<file path="config.mk">
export PLATFORM = sky130hd
export DESIGN_NAME = hazard_ctrl_flat
export DESIGN_NICKNAME = d
export VERILOG_FILES = /design/src/rtl/hazard_pkg.sv /design/src/rtl/hazard_ctrl_if.sv /design/src/rtl/hazard_ctrl_fwd_sel_unit.sv /design/src/rtl/hazard_ctrl.sv /design/src/flat_wrapper.sv
export SDC_FILE = /design/constraint.sdc
export NUM_CORES = 1
export LEC_CHECK = 0
export BUFFER_PORTS_ARGS = -buffer_cell sky130_fd_sc_hd__buf_2
export CAP_MARGIN = 20
export CELL_PAD_IN_SITES_DETAIL_PLACEMENT = 1
export CELL_PAD_IN_SITES_GLOBAL_PLACEMENT = 2
export CORE_UTILIZATION = 24
export DETAILED_ROUTE_END_ITERATION = 8
export HOLD_SLACK_MARGIN = 0.1
export PLACE_DENSITY_LB_ADDON = 0.1
export SETUP_SLACK_MARGIN = 0.2
export SLEW_MARGIN = 15
export SYNTH_ARGS = -nofsm -noshare
export SYNTH_HDL_FRONTEND = slang
export SYNTH_SLANG_ARGS = --single-unit
</file>
<file path="constraint.sdc">
create_clock -name clk -period 2.3 [get_ports clk]
set_input_delay 0.46 -clock clk [delete_from_list [all_inputs] [get_ports clk]]
set_output_delay 0.46 -clock clk [all_outputs]
set_load 0.05 [all_outputs]
</file>
<file path="src/rtl/hazard_pkg.sv">
// Shared types for the pipeline hazard controller: forwarding selects and miss sequencer states.
package hazard_pkg;

    localparam int REG_ADDR_WIDTH_DEF = 5;

    typedef enum logic [1:0] {
        FWD_RF  = 2'b00,
        FWD_WB  = 2'b01,
        FWD_MEM = 2'b10
    } fwd_sel_e;

    typedef enum logic [1:0] {
        IDLE      = 2'd0,
        MISS_WAIT = 2'd1,
        RESUME    = 2'd2
    } miss_state_e;

endpackage

</file>
<file path="src/rtl/hazard_ctrl_if.sv">
// Pipeline <-> hazard controller bundle: register indices and status in, stall/flush/forward controls out.
interface hazard_ctrl_if #(
    parameter int REG_ADDR_WIDTH = hazard_pkg::REG_ADDR_WIDTH_DEF
);
    logic [REG_ADDR_WIDTH-1:0] Rs1D, Rs2D, Rs1E, Rs2E, RdE, RdM, RdW;
    logic       RegWriteM, RegWriteW, ResultSrcE0, PCSrcE;
    logic       MemAccessM, CacheMissM, RefillDone;
    logic [1:0] ForwardAE, ForwardBE;
    logic       StallF, StallD, StallE, StallM;
    logic       FlushD, FlushE, FlushW;
    logic       MissBusy, MissTimeoutErr;

    // Pipeline side
    modport master (
        output Rs1D, Rs2D, Rs1E, Rs2E, RdE, RdM, RdW,
        output RegWriteM, RegWriteW, ResultSrcE0, PCSrcE,
        output MemAccessM, CacheMissM, RefillDone,
        input  ForwardAE, ForwardBE, StallF, StallD, StallE, StallM,
        input  FlushD, FlushE, FlushW, MissBusy, MissTimeoutErr
    );

    // Hazard controller side
    modport slave (
        input  Rs1D, Rs2D, Rs1E, Rs2E, RdE, RdM, RdW,
        input  RegWriteM, RegWriteW, ResultSrcE0, PCSrcE,
        input  MemAccessM, CacheMissM, RefillDone,
        output ForwardAE, ForwardBE, StallF, StallD, StallE, StallM,
        output FlushD, FlushE, FlushW, MissBusy, MissTimeoutErr
    );
endinterface

</file>
<file path="src/rtl/hazard_ctrl_fwd_sel_unit.sv">
// One E-stage operand forwarding select; purely combinational, M stage wins over W, x0 never forwarded.
module fwd_sel_unit
    import hazard_pkg::*;
#(
    parameter int REG_ADDR_WIDTH = REG_ADDR_WIDTH_DEF
) (
    input  logic [REG_ADDR_WIDTH-1:0] rs_e_i,
    input  logic [REG_ADDR_WIDTH-1:0] rd_m_i,
    input  logic [REG_ADDR_WIDTH-1:0] rd_w_i,
    input  logic                      reg_write_m_i,
    input  logic                      reg_write_w_i,
    output fwd_sel_e                  sel_o
);

    always_comb begin
        sel_o = FWD_RF;
        if (reg_write_m_i && (rd_m_i != '0) && (rd_m_i == rs_e_i)) begin
            sel_o = FWD_MEM;
        end else if (reg_write_w_i && (rd_w_i != '0) && (rd_w_i == rs_e_i)) begin
            sel_o = FWD_WB;
        end
    end

endmodule

</file>
<file path="src/rtl/hazard_ctrl.sv">
// Hazard controller: combinational forward/stall/flush plus dcache miss sequencer that freezes the pipe.
// HAZARD_PERF_CNT_EN adds StallCycles/MissCount performance counters.
module hazard_ctrl
    import hazard_pkg::*;
#(
    parameter int REG_ADDR_WIDTH = REG_ADDR_WIDTH_DEF,
    parameter int MISS_TIMEOUT   = 256,
    parameter int CNT_WIDTH      = 32
) (
    input  logic           clk,
    input  logic           rst_n,
    hazard_ctrl_if.slave   hz
`ifdef HAZARD_PERF_CNT_EN
    ,
    output logic [CNT_WIDTH-1:0] StallCycles,
    output logic [CNT_WIDTH-1:0] MissCount
`endif
);

    localparam int TW = $clog2(MISS_TIMEOUT) + 1;

    localparam logic [1:0] ST_IDLE      = IDLE;
    localparam logic [1:0] ST_MISS_WAIT = MISS_WAIT;
    localparam logic [1:0] ST_RESUME    = RESUME;

    logic [1:0]    state_q, state_d;
    logic [TW-1:0] tmo_cnt_q, tmo_cnt_d;
    logic          err_q, err_d;
    logic          miss_start;
    logic          miss_stall;
    logic          lw_stall;
    fwd_sel_e      fwd_a, fwd_b;

    fwd_sel_unit #(.REG_ADDR_WIDTH(REG_ADDR_WIDTH)) u_fwd_a (
        .rs_e_i       (hz.Rs1E),
        .rd_m_i       (hz.RdM),
        .rd_w_i       (hz.RdW),
        .reg_write_m_i(hz.RegWriteM),
        .reg_write_w_i(hz.RegWriteW),
        .sel_o        (fwd_a)
    );

    fwd_sel_unit #(.REG_ADDR_WIDTH(REG_ADDR_WIDTH)) u_fwd_b (
        .rs_e_i       (hz.Rs2E),
        .rd_m_i       (hz.RdM),
        .rd_w_i       (hz.RdW),
        .reg_write_m_i(hz.RegWriteM),
        .reg_write_w_i(hz.RegWriteW),
        .sel_o        (fwd_b)
    );

    always_comb begin
        state_d    = state_q;
        tmo_cnt_d  = tmo_cnt_q;
        err_d      = err_q;
        miss_start = 1'b0;
        case (state_q)
            ST_IDLE: begin
                if (hz.MemAccessM && hz.CacheMissM) begin
                    state_d    = ST_MISS_WAIT;
                    tmo_cnt_d  = '0;
                    miss_start = 1'b1;
                end
            end
            ST_MISS_WAIT: begin
                // Counter saturates at the limit; the sequencer keeps waiting for the refill.
                if (tmo_cnt_q != TW'(MISS_TIMEOUT)) begin
                    tmo_cnt_d = tmo_cnt_q + 1'b1;
                    if (tmo_cnt_q == TW'(MISS_TIMEOUT - 1)) begin
                        err_d = 1'b1;
                    end
                end
                if (hz.RefillDone) begin
                    state_d = ST_RESUME;
                end
            end
            ST_RESUME: state_d = ST_IDLE;
            default:   state_d = ST_IDLE;
        endcase
    end

    always_ff @(posedge clk or negedge rst_n) begin
        if (!rst_n) begin
            state_q   <= ST_IDLE;
            tmo_cnt_q <= '0;
            err_q     <= 1'b0;
        end else begin
            state_q   <= state_d;
            tmo_cnt_q <= tmo_cnt_d;
            err_q     <= err_d;
        end
    end

    assign miss_stall = (state_q != ST_IDLE) || miss_start;
    assign lw_stall   = hz.ResultSrcE0 && (hz.RdE != '0) &&
                        ((hz.RdE == hz.Rs1D) || (hz.RdE == hz.Rs2D));

    assign hz.ForwardAE      = fwd_a;
    assign hz.ForwardBE      = fwd_b;
    assign hz.StallF         = miss_stall || lw_stall;
    assign hz.StallD         = miss_stall || lw_stall;
    assign hz.StallE         = miss_stall;
    assign hz.StallM         = miss_stall;
    // Frozen D/E keep their instructions, so branch and load-use flushes re-fire after release.
    assign hz.FlushD         = !miss_stall && hz.PCSrcE;
    assign hz.FlushE         = !miss_stall && (hz.PCSrcE || lw_stall);
    assign hz.FlushW         = miss_stall && (state_q != ST_RESUME);
    assign hz.MissBusy       = (state_q != ST_IDLE);
    assign hz.MissTimeoutErr = err_q;

`ifdef HAZARD_PERF_CNT_EN
    logic [CNT_WIDTH-1:0] stall_cycles_q, miss_count_q;

    always_ff @(posedge clk or negedge rst_n) begin
        if (!rst_n) begin
            stall_cycles_q <= '0;
            miss_count_q   <= '0;
        end else begin
            if (hz.StallF) stall_cycles_q <= stall_cycles_q + 1'b1;
            if (miss_start) miss_count_q <= miss_count_q + 1'b1;
        end
    end

    assign StallCycles = stall_cycles_q;
    assign MissCount   = miss_count_q;
`endif

endmodule

</file>
<file path="src/flat_wrapper.sv">
// flat-port wrapper written by rule: the top's interface ports become plain ports
module hazard_ctrl_flat import hazard_pkg::*;
#(
    parameter int REG_ADDR_WIDTH = REG_ADDR_WIDTH_DEF,
    parameter int MISS_TIMEOUT   = 256,
    parameter int CNT_WIDTH      = 32
)
  (clk, rst_n, hz_Rs1D, hz_Rs2D, hz_Rs1E, hz_Rs2E, hz_RdE, hz_RdM, hz_RdW, hz_RegWriteM, hz_RegWriteW, hz_ResultSrcE0, hz_PCSrcE, hz_MemAccessM, hz_CacheMissM, hz_RefillDone, hz_ForwardAE, hz_ForwardBE, hz_StallF, hz_StallD, hz_StallE, hz_StallM, hz_FlushD, hz_FlushE, hz_FlushW, hz_MissBusy, hz_MissTimeoutErr);
  hazard_ctrl_if #(.REG_ADDR_WIDTH(REG_ADDR_WIDTH)) hz_i ();
  input  logic clk;
  input  logic rst_n;
  input wire logic [$bits(hz_i.Rs1D)-1:0] hz_Rs1D;
  input wire logic [$bits(hz_i.Rs2D)-1:0] hz_Rs2D;
  input wire logic [$bits(hz_i.Rs1E)-1:0] hz_Rs1E;
  input wire logic [$bits(hz_i.Rs2E)-1:0] hz_Rs2E;
  input wire logic [$bits(hz_i.RdE)-1:0] hz_RdE;
  input wire logic [$bits(hz_i.RdM)-1:0] hz_RdM;
  input wire logic [$bits(hz_i.RdW)-1:0] hz_RdW;
  input wire logic [$bits(hz_i.RegWriteM)-1:0] hz_RegWriteM;
  input wire logic [$bits(hz_i.RegWriteW)-1:0] hz_RegWriteW;
  input wire logic [$bits(hz_i.ResultSrcE0)-1:0] hz_ResultSrcE0;
  input wire logic [$bits(hz_i.PCSrcE)-1:0] hz_PCSrcE;
  input wire logic [$bits(hz_i.MemAccessM)-1:0] hz_MemAccessM;
  input wire logic [$bits(hz_i.CacheMissM)-1:0] hz_CacheMissM;
  input wire logic [$bits(hz_i.RefillDone)-1:0] hz_RefillDone;
  output wire logic [$bits(hz_i.ForwardAE)-1:0] hz_ForwardAE;
  output wire logic [$bits(hz_i.ForwardBE)-1:0] hz_ForwardBE;
  output wire logic [$bits(hz_i.StallF)-1:0] hz_StallF;
  output wire logic [$bits(hz_i.StallD)-1:0] hz_StallD;
  output wire logic [$bits(hz_i.StallE)-1:0] hz_StallE;
  output wire logic [$bits(hz_i.StallM)-1:0] hz_StallM;
  output wire logic [$bits(hz_i.FlushD)-1:0] hz_FlushD;
  output wire logic [$bits(hz_i.FlushE)-1:0] hz_FlushE;
  output wire logic [$bits(hz_i.FlushW)-1:0] hz_FlushW;
  output wire logic [$bits(hz_i.MissBusy)-1:0] hz_MissBusy;
  output wire logic [$bits(hz_i.MissTimeoutErr)-1:0] hz_MissTimeoutErr;
  assign hz_i.Rs1D = hz_Rs1D;
  assign hz_i.Rs2D = hz_Rs2D;
  assign hz_i.Rs1E = hz_Rs1E;
  assign hz_i.Rs2E = hz_Rs2E;
  assign hz_i.RdE = hz_RdE;
  assign hz_i.RdM = hz_RdM;
  assign hz_i.RdW = hz_RdW;
  assign hz_i.RegWriteM = hz_RegWriteM;
  assign hz_i.RegWriteW = hz_RegWriteW;
  assign hz_i.ResultSrcE0 = hz_ResultSrcE0;
  assign hz_i.PCSrcE = hz_PCSrcE;
  assign hz_i.MemAccessM = hz_MemAccessM;
  assign hz_i.CacheMissM = hz_CacheMissM;
  assign hz_i.RefillDone = hz_RefillDone;
  assign hz_ForwardAE = hz_i.ForwardAE;
  assign hz_ForwardBE = hz_i.ForwardBE;
  assign hz_StallF = hz_i.StallF;
  assign hz_StallD = hz_i.StallD;
  assign hz_StallE = hz_i.StallE;
  assign hz_StallM = hz_i.StallM;
  assign hz_FlushD = hz_i.FlushD;
  assign hz_FlushE = hz_i.FlushE;
  assign hz_FlushW = hz_i.FlushW;
  assign hz_MissBusy = hz_i.MissBusy;
  assign hz_MissTimeoutErr = hz_i.MissTimeoutErr;
  hazard_ctrl #(.REG_ADDR_WIDTH(REG_ADDR_WIDTH), .MISS_TIMEOUT(MISS_TIMEOUT), .CNT_WIDTH(CNT_WIDTH)) u_core (.clk(clk), .rst_n(rst_n), .hz(hz_i));
endmodule
</file>
### Word-level counts from Yosys, hierarchy flattened

Cells that the tools add are included.

| cells by class | value |
|---|---|
| div/mod/pow operators | 0 |
| magnitude comparators | 0 |
| bitwise gates (word level) | 0 |
| shifts and indexed selects | 0 |
| equality and inequality tests | 13 |
| muxes and demuxes | 12 |
| $mul | 0 |
| add/sub/neg operators | 1 |
| reduce and logical (&&, ||, !) cells | 26 |

Operators by type and width:

| operator | count |
|---|---|
| equality test 5 bit | 6 |
| two-way mux 9 bit | 2 |
| one-hot mux 9 bit (2 select lines) | 1 |
| nonzero test 5 bit | 3 |
| logical AND 1 bit | 12 |
| adder 9 x 1 -> 9 bit, second input constant | 1 |
| equality test 9 x 8 -> 1 bit, second input constant | 1 |
| inequality test 9 bit, second input constant | 1 |
| two-way mux 2 bit | 4 |
| AND reduction 3 bit | 2 |
| logical OR 1 bit | 4 |
| two-way mux 1 bit | 4 |
| inequality test 2 x 1 -> 1 bit, second input constant | 2 |
| inequality test 2 bit, second input constant | 2 |
| one-hot mux 2 bit (2 select lines) | 1 |
| nonzero test 2 bit | 2 |
| equality test 2 x 1 -> 1 bit, second input constant | 1 |
| zero test 2 bit | 1 |
| AND reduction 2 bit | 1 |
| zero test 1 bit | 1 |

| storage, ports and cells | value |
|---|---|
| register bits after elaboration | 12 |
| bits in writable memories | 0 |
| memory bits (read-only) | 0 |
| input port bits | 44 |
| output and inout port bits | 13 |
| memories | 0 |
| logic and storage cells | 55 |
| latch bits | 0 |

### Longest topological paths before layout

| logic depth | value |
|---|---|
| depth in word-level cells | 6 |
| depth in mapped cells | 7 |
| mapped depth without buffers | 6 |

### Hierarchy

Synthesis repeated with hierarchy kept, for this count alone.

| unflattened totals | value |
|---|---|
| cells, all modules | 128 |
| area total of the unflattened synthesis | 1,142.3 µm² |

Modules (own cells, without submodules):

| module | area each (µm²) | sequential area each (µm²) | instances | cells an instance |
|---|---|---|---|---|
| hazard_ctrl | 839.6 | 300.3 | 1 | 88 |
| fwd_sel_unit | 151.4 | 0.0 | 2 | 20 |

### Worst setup path after synthesis

No wires, ideal clock.

| timing | value |
|---|---|
| kind | input to output |
| from | input port hz_RdM[4] |
| to | output port hz_ForwardAE[0] |
| buffers on the path | 0 |
| required time | 1,840 ps |
| slack | -985 ps |
| arrival | 2,825 ps |
| stages on the path | 4 |
| cells stage by stage | xnor2_1 > nand3_1 > nor4_1 > nor4_2 |

| on the way | value |
|---|---|
| word-level cells in the longest chain between the ends | 4 |
| elaborated cells between the ends (all ways) | 5 |
| classes of those cells | eq/ne (1); mux (1); reduce/logical (3) |

Ends and longest elaborated chain:

| element | RTL line | RTL |
|---|---|---|
| start, declared | flat_wrapper.sv:17 | `input wire logic [$bits(hz_i.RdM)-1:0] hz_RdM;` |
| nonzero test 5 bit | hazard_ctrl_fwd_sel_unit.sv:17 | `if (reg_write_m_i && (rd_m_i != '0) && (rd_m_i == rs_e_i)) begin` |
| logical AND 1 bit | hazard_ctrl_fwd_sel_unit.sv:17 |  |
| logical AND 1 bit (*) | hazard_ctrl_fwd_sel_unit.sv:17 |  |
| two-way mux 2 bit (*) | hazard_ctrl_fwd_sel_unit.sv:17 |  |
| end, declared | flat_wrapper.sv:26 | `output wire logic [$bits(hz_i.ForwardAE)-1:0] hz_ForwardAE;` |

Every way passes the cells marked *; elsewhere a longest branch is shown, timed or not.

### Final worst setup path

| timing | value |
|---|---|
| from | input port hz_RdW[4] |
| to | output port hz_ForwardAE[0] |

| on the way | value |
|---|---|
| word-level cells in the longest chain between the ends | 5 |
| elaborated cells between the ends (all ways) | 6 |
| classes of those cells | eq/ne (1); mux (2); reduce/logical (3) |

Ends and longest elaborated chain:

| element | RTL line | RTL |
|---|---|---|
| start, declared | flat_wrapper.sv:18 | `input wire logic [$bits(hz_i.RdW)-1:0] hz_RdW;` |
| nonzero test 5 bit | hazard_ctrl_fwd_sel_unit.sv:19 | `end else if (reg_write_w_i && (rd_w_i != '0) && (rd_w_i == rs_e_i)) begin` |
| logical AND 1 bit | hazard_ctrl_fwd_sel_unit.sv:19 |  |
| logical AND 1 bit (*) | hazard_ctrl_fwd_sel_unit.sv:19 |  |
| two-way mux 1 bit (*) | hazard_ctrl_fwd_sel_unit.sv:19 |  |
| two-way mux 2 bit (*) | hazard_ctrl_fwd_sel_unit.sv:17 |  |

Marked as above.

==> results.ini <==
[placement]
gp_congestion=0.865
place_area_um2=1550
hpwl_um=2810
portBuffers=56

[setup_path]
cp-startpoint=hz_RdW[4]
critPathKind=input port to primary output
regToRegStartpoint=u_core.tmo_cnt_q[0]
worstPathArrival_ns=1.77
cp.required_ns=1.84
worst-path-max-fanout=3
end_kind=primary output
worstRegToRegCells=6
start_kind=input port

[floorplanning]
die_h_um=69.2
ios=57
die_area_um2=4780
row_count=24
die_w_um=69.2
core_um2=4350
start_util_pct=24.9

[layout]
area_delta_synth_final_pct=66.5
antennaDiodeCount=0
postLayoutCoreUtil_pct=41.4
design_area_um2=1800
drive_gt1_share_pct=51.3
fin_nets=237

[routing]
via_count=1149
drt_iter0_drc=9
drc=0
dr.pass1.iters=3
ant_nets=0
wl_um=3410
vias_per_cell=4.77
post_drt_wl_per_cell_um=14.1

[timing]
relSlewSlack_pct=58.3
rsz0062_at_grt=true
drv_slew=0
fin_crit_sh_pct=97.1
hold_viol_final=0
setup_violations=0
fmax_mhz=448
clock-skew-final_ns=0.000790
min_period_ns=2.23
worst_pin_slew_ns=0.621

[worst_hold_path]
hold_start=hz_RefillDone
hp-class=input port to register
whs_path_depth=2

[synthesis]
syn_inst=120
synth_top_area_share_pct=27.7
synth_top_area_cell=dfrtp_1
yosysMostFrequentCell=xor2_1
synthTopCellsByCount=24 x xor2_1, 12 x dfrtp_1, 7 x nand2_1, 6 x inv_1, 6 x xnor2_1
synth_nets=167
synth_area_leaders=dfrtp_1 28%, xor2_1 19%, xnor2_1 4.9%, mux2i_1 3.7%, ha_1 3.5%
synth-edff-count=0
synth_cell_types=35
synth-seq-cells=12
syn_area_um2=1080
ys_seq_area_share_pct=27.7
syn_avg_cell_area_um2=9.02
synth_warnings=0
dominantRegCellSynth=dfrtp_1
async_flop_share_pct=100

[pwr]
ir_worst_vdd_uv=359
power_leakage_nw=0.858
p_per_area_nw_per_um2=527

[global_route]
grt_first_pass_wirelength_um=5910
grt_overflow_total=0
grt_pass1_vias=1272
antenna_found_initial=0
grt_usage_pct=15.0
grt_max_degree=13

[status]
status=finished clean

[cts]
cts_buffer_depth=2
post_cts_buffers=0
htreeDepth=1
cts_tree=built
clk_pin_slew_ns=0.05
cts-buffers-inserted=3
worstSkewPairLatency_ns=0.25
cts.sinks=12
root_buffer=clkbuf_8

[run]
drv_cap=0

==> final cells by class <==
cell class	count	area, µm²
Timing Repair Buffer	68	457
Clock buffer	4	55.1
Multi-Input combinational cell	99	902
Sequential cell	12	300
Tap cell	52	65.1
Fill cell	500	2550
Inverter	6	22.5
==> routing by layer <==
layer	vias to the layer above	wire, µm	GRT usage (%)
met5	-	0	0
met4	0	48	5.44
met3	4	131	2.19
met2	28	1840	27.9
met1	552	1390	17.2
li1	565	-	-
==> logic make-up (layout without fill, tap and decap cells) <==
| logic type | Yosys count | in the layout | synth area share, % |
|---|---|---|---|
| AOI/OAI and AO/OA | 20 | 20 | 12.0 |
| xor gates and xnor gates | 30 | 30 | 24.3 |
| adders and majority gates | 3 | 3 | 3.47 |
| buffers and inverters | 9 | 78 | 3.93 |
| muxes | 7 | 7 | 6.82 |
| and+or+nand+nor | 39 | 39 | 21.7 |
| DFF | 12 | 12 | 27.7 |
==> where the power goes <==
part           internal [mW]  switching (mW)  total (mW)
combinational          0.183           0.255       0.438
clock                  0.152          0.0843       0.236
sequential             0.241          0.0342       0.275
total                  0.576           0.373       0.949
==> flip-flops by register name, summed over array words and instances (netlist names) <==
signal and count:
u_core.state_q 2, u_core.hz.MissTimeoutErr 1, u_core.tmo_cnt_q 9
==> per-stage QoR <==
stage               hold slack, ns  setup slack [ns]  TNS [ns]  power (mW)  std cells
floorplan                    0.164           -0.0358   -0.0716       0.530        120
global placement             0.358           -0.0391   -0.0653       0.652        236
detailed placement           0.364           -0.0824    -0.139       0.662        236
CTS                          0.426            0.0210         0       0.922        241
global route                 0.431          -0.00575  -0.00575        1.01        241
finish                       0.421            0.0678         0       0.949        241
==> worst max-delay path: stages <==
cell and delay [ns]:
buf_2 0.11, or4_1 0.11, o21ai_1 0.07, or4_4 0.53
nor4_4 0.29, buf_6 0.19
==> final timing paths <==
path,endpoint,slack (ns)
worst max-delay path,hz_ForwardAE[0],0.07
worst min register to register,u_core.hz.MissTimeoutErr,0.45
worst max register to register,u_core.tmo_cnt_q[2],0.43
max in group asynchronous,u_core.state_q[0],1.44
min in group asynchronous,u_core.tmo_cnt_q[0],0.63
worst min-delay path,u_core.state_q[0],0.42
==> what timing repair did <==
item	CTS	global route
setup endpoints to repair	7	9
pin swaps	2	5
resized for setup	19	24
endpoints found under the hold margin	5	0
hold buffers	1	0
==> layout by cell type, fill, tap and decap left out, types with 2 or more instances in the layout <==
cell type,instances
buf_6,11
xnor2_1,2
buf_4,9
o21ai_4,2
mux2_2,3
xor2_1,24
xnor2_2,3
and3_1,4
or4_4,4
buf_2,45
nand3_2,2
buf_8,2
nand3_1,3
o21ai_0,3
nand2_1,7
o31ai_1,2
dfrtp_1,12
mux2i_1,4
nor4_4,4
a21oi_1,2
clkbuf_8,4
inv_1,6
nor2_1,2
ha_1,3
nor2b_1,2
nor3_1,2
Note: power is estimated with default switching activity, not from simulation.
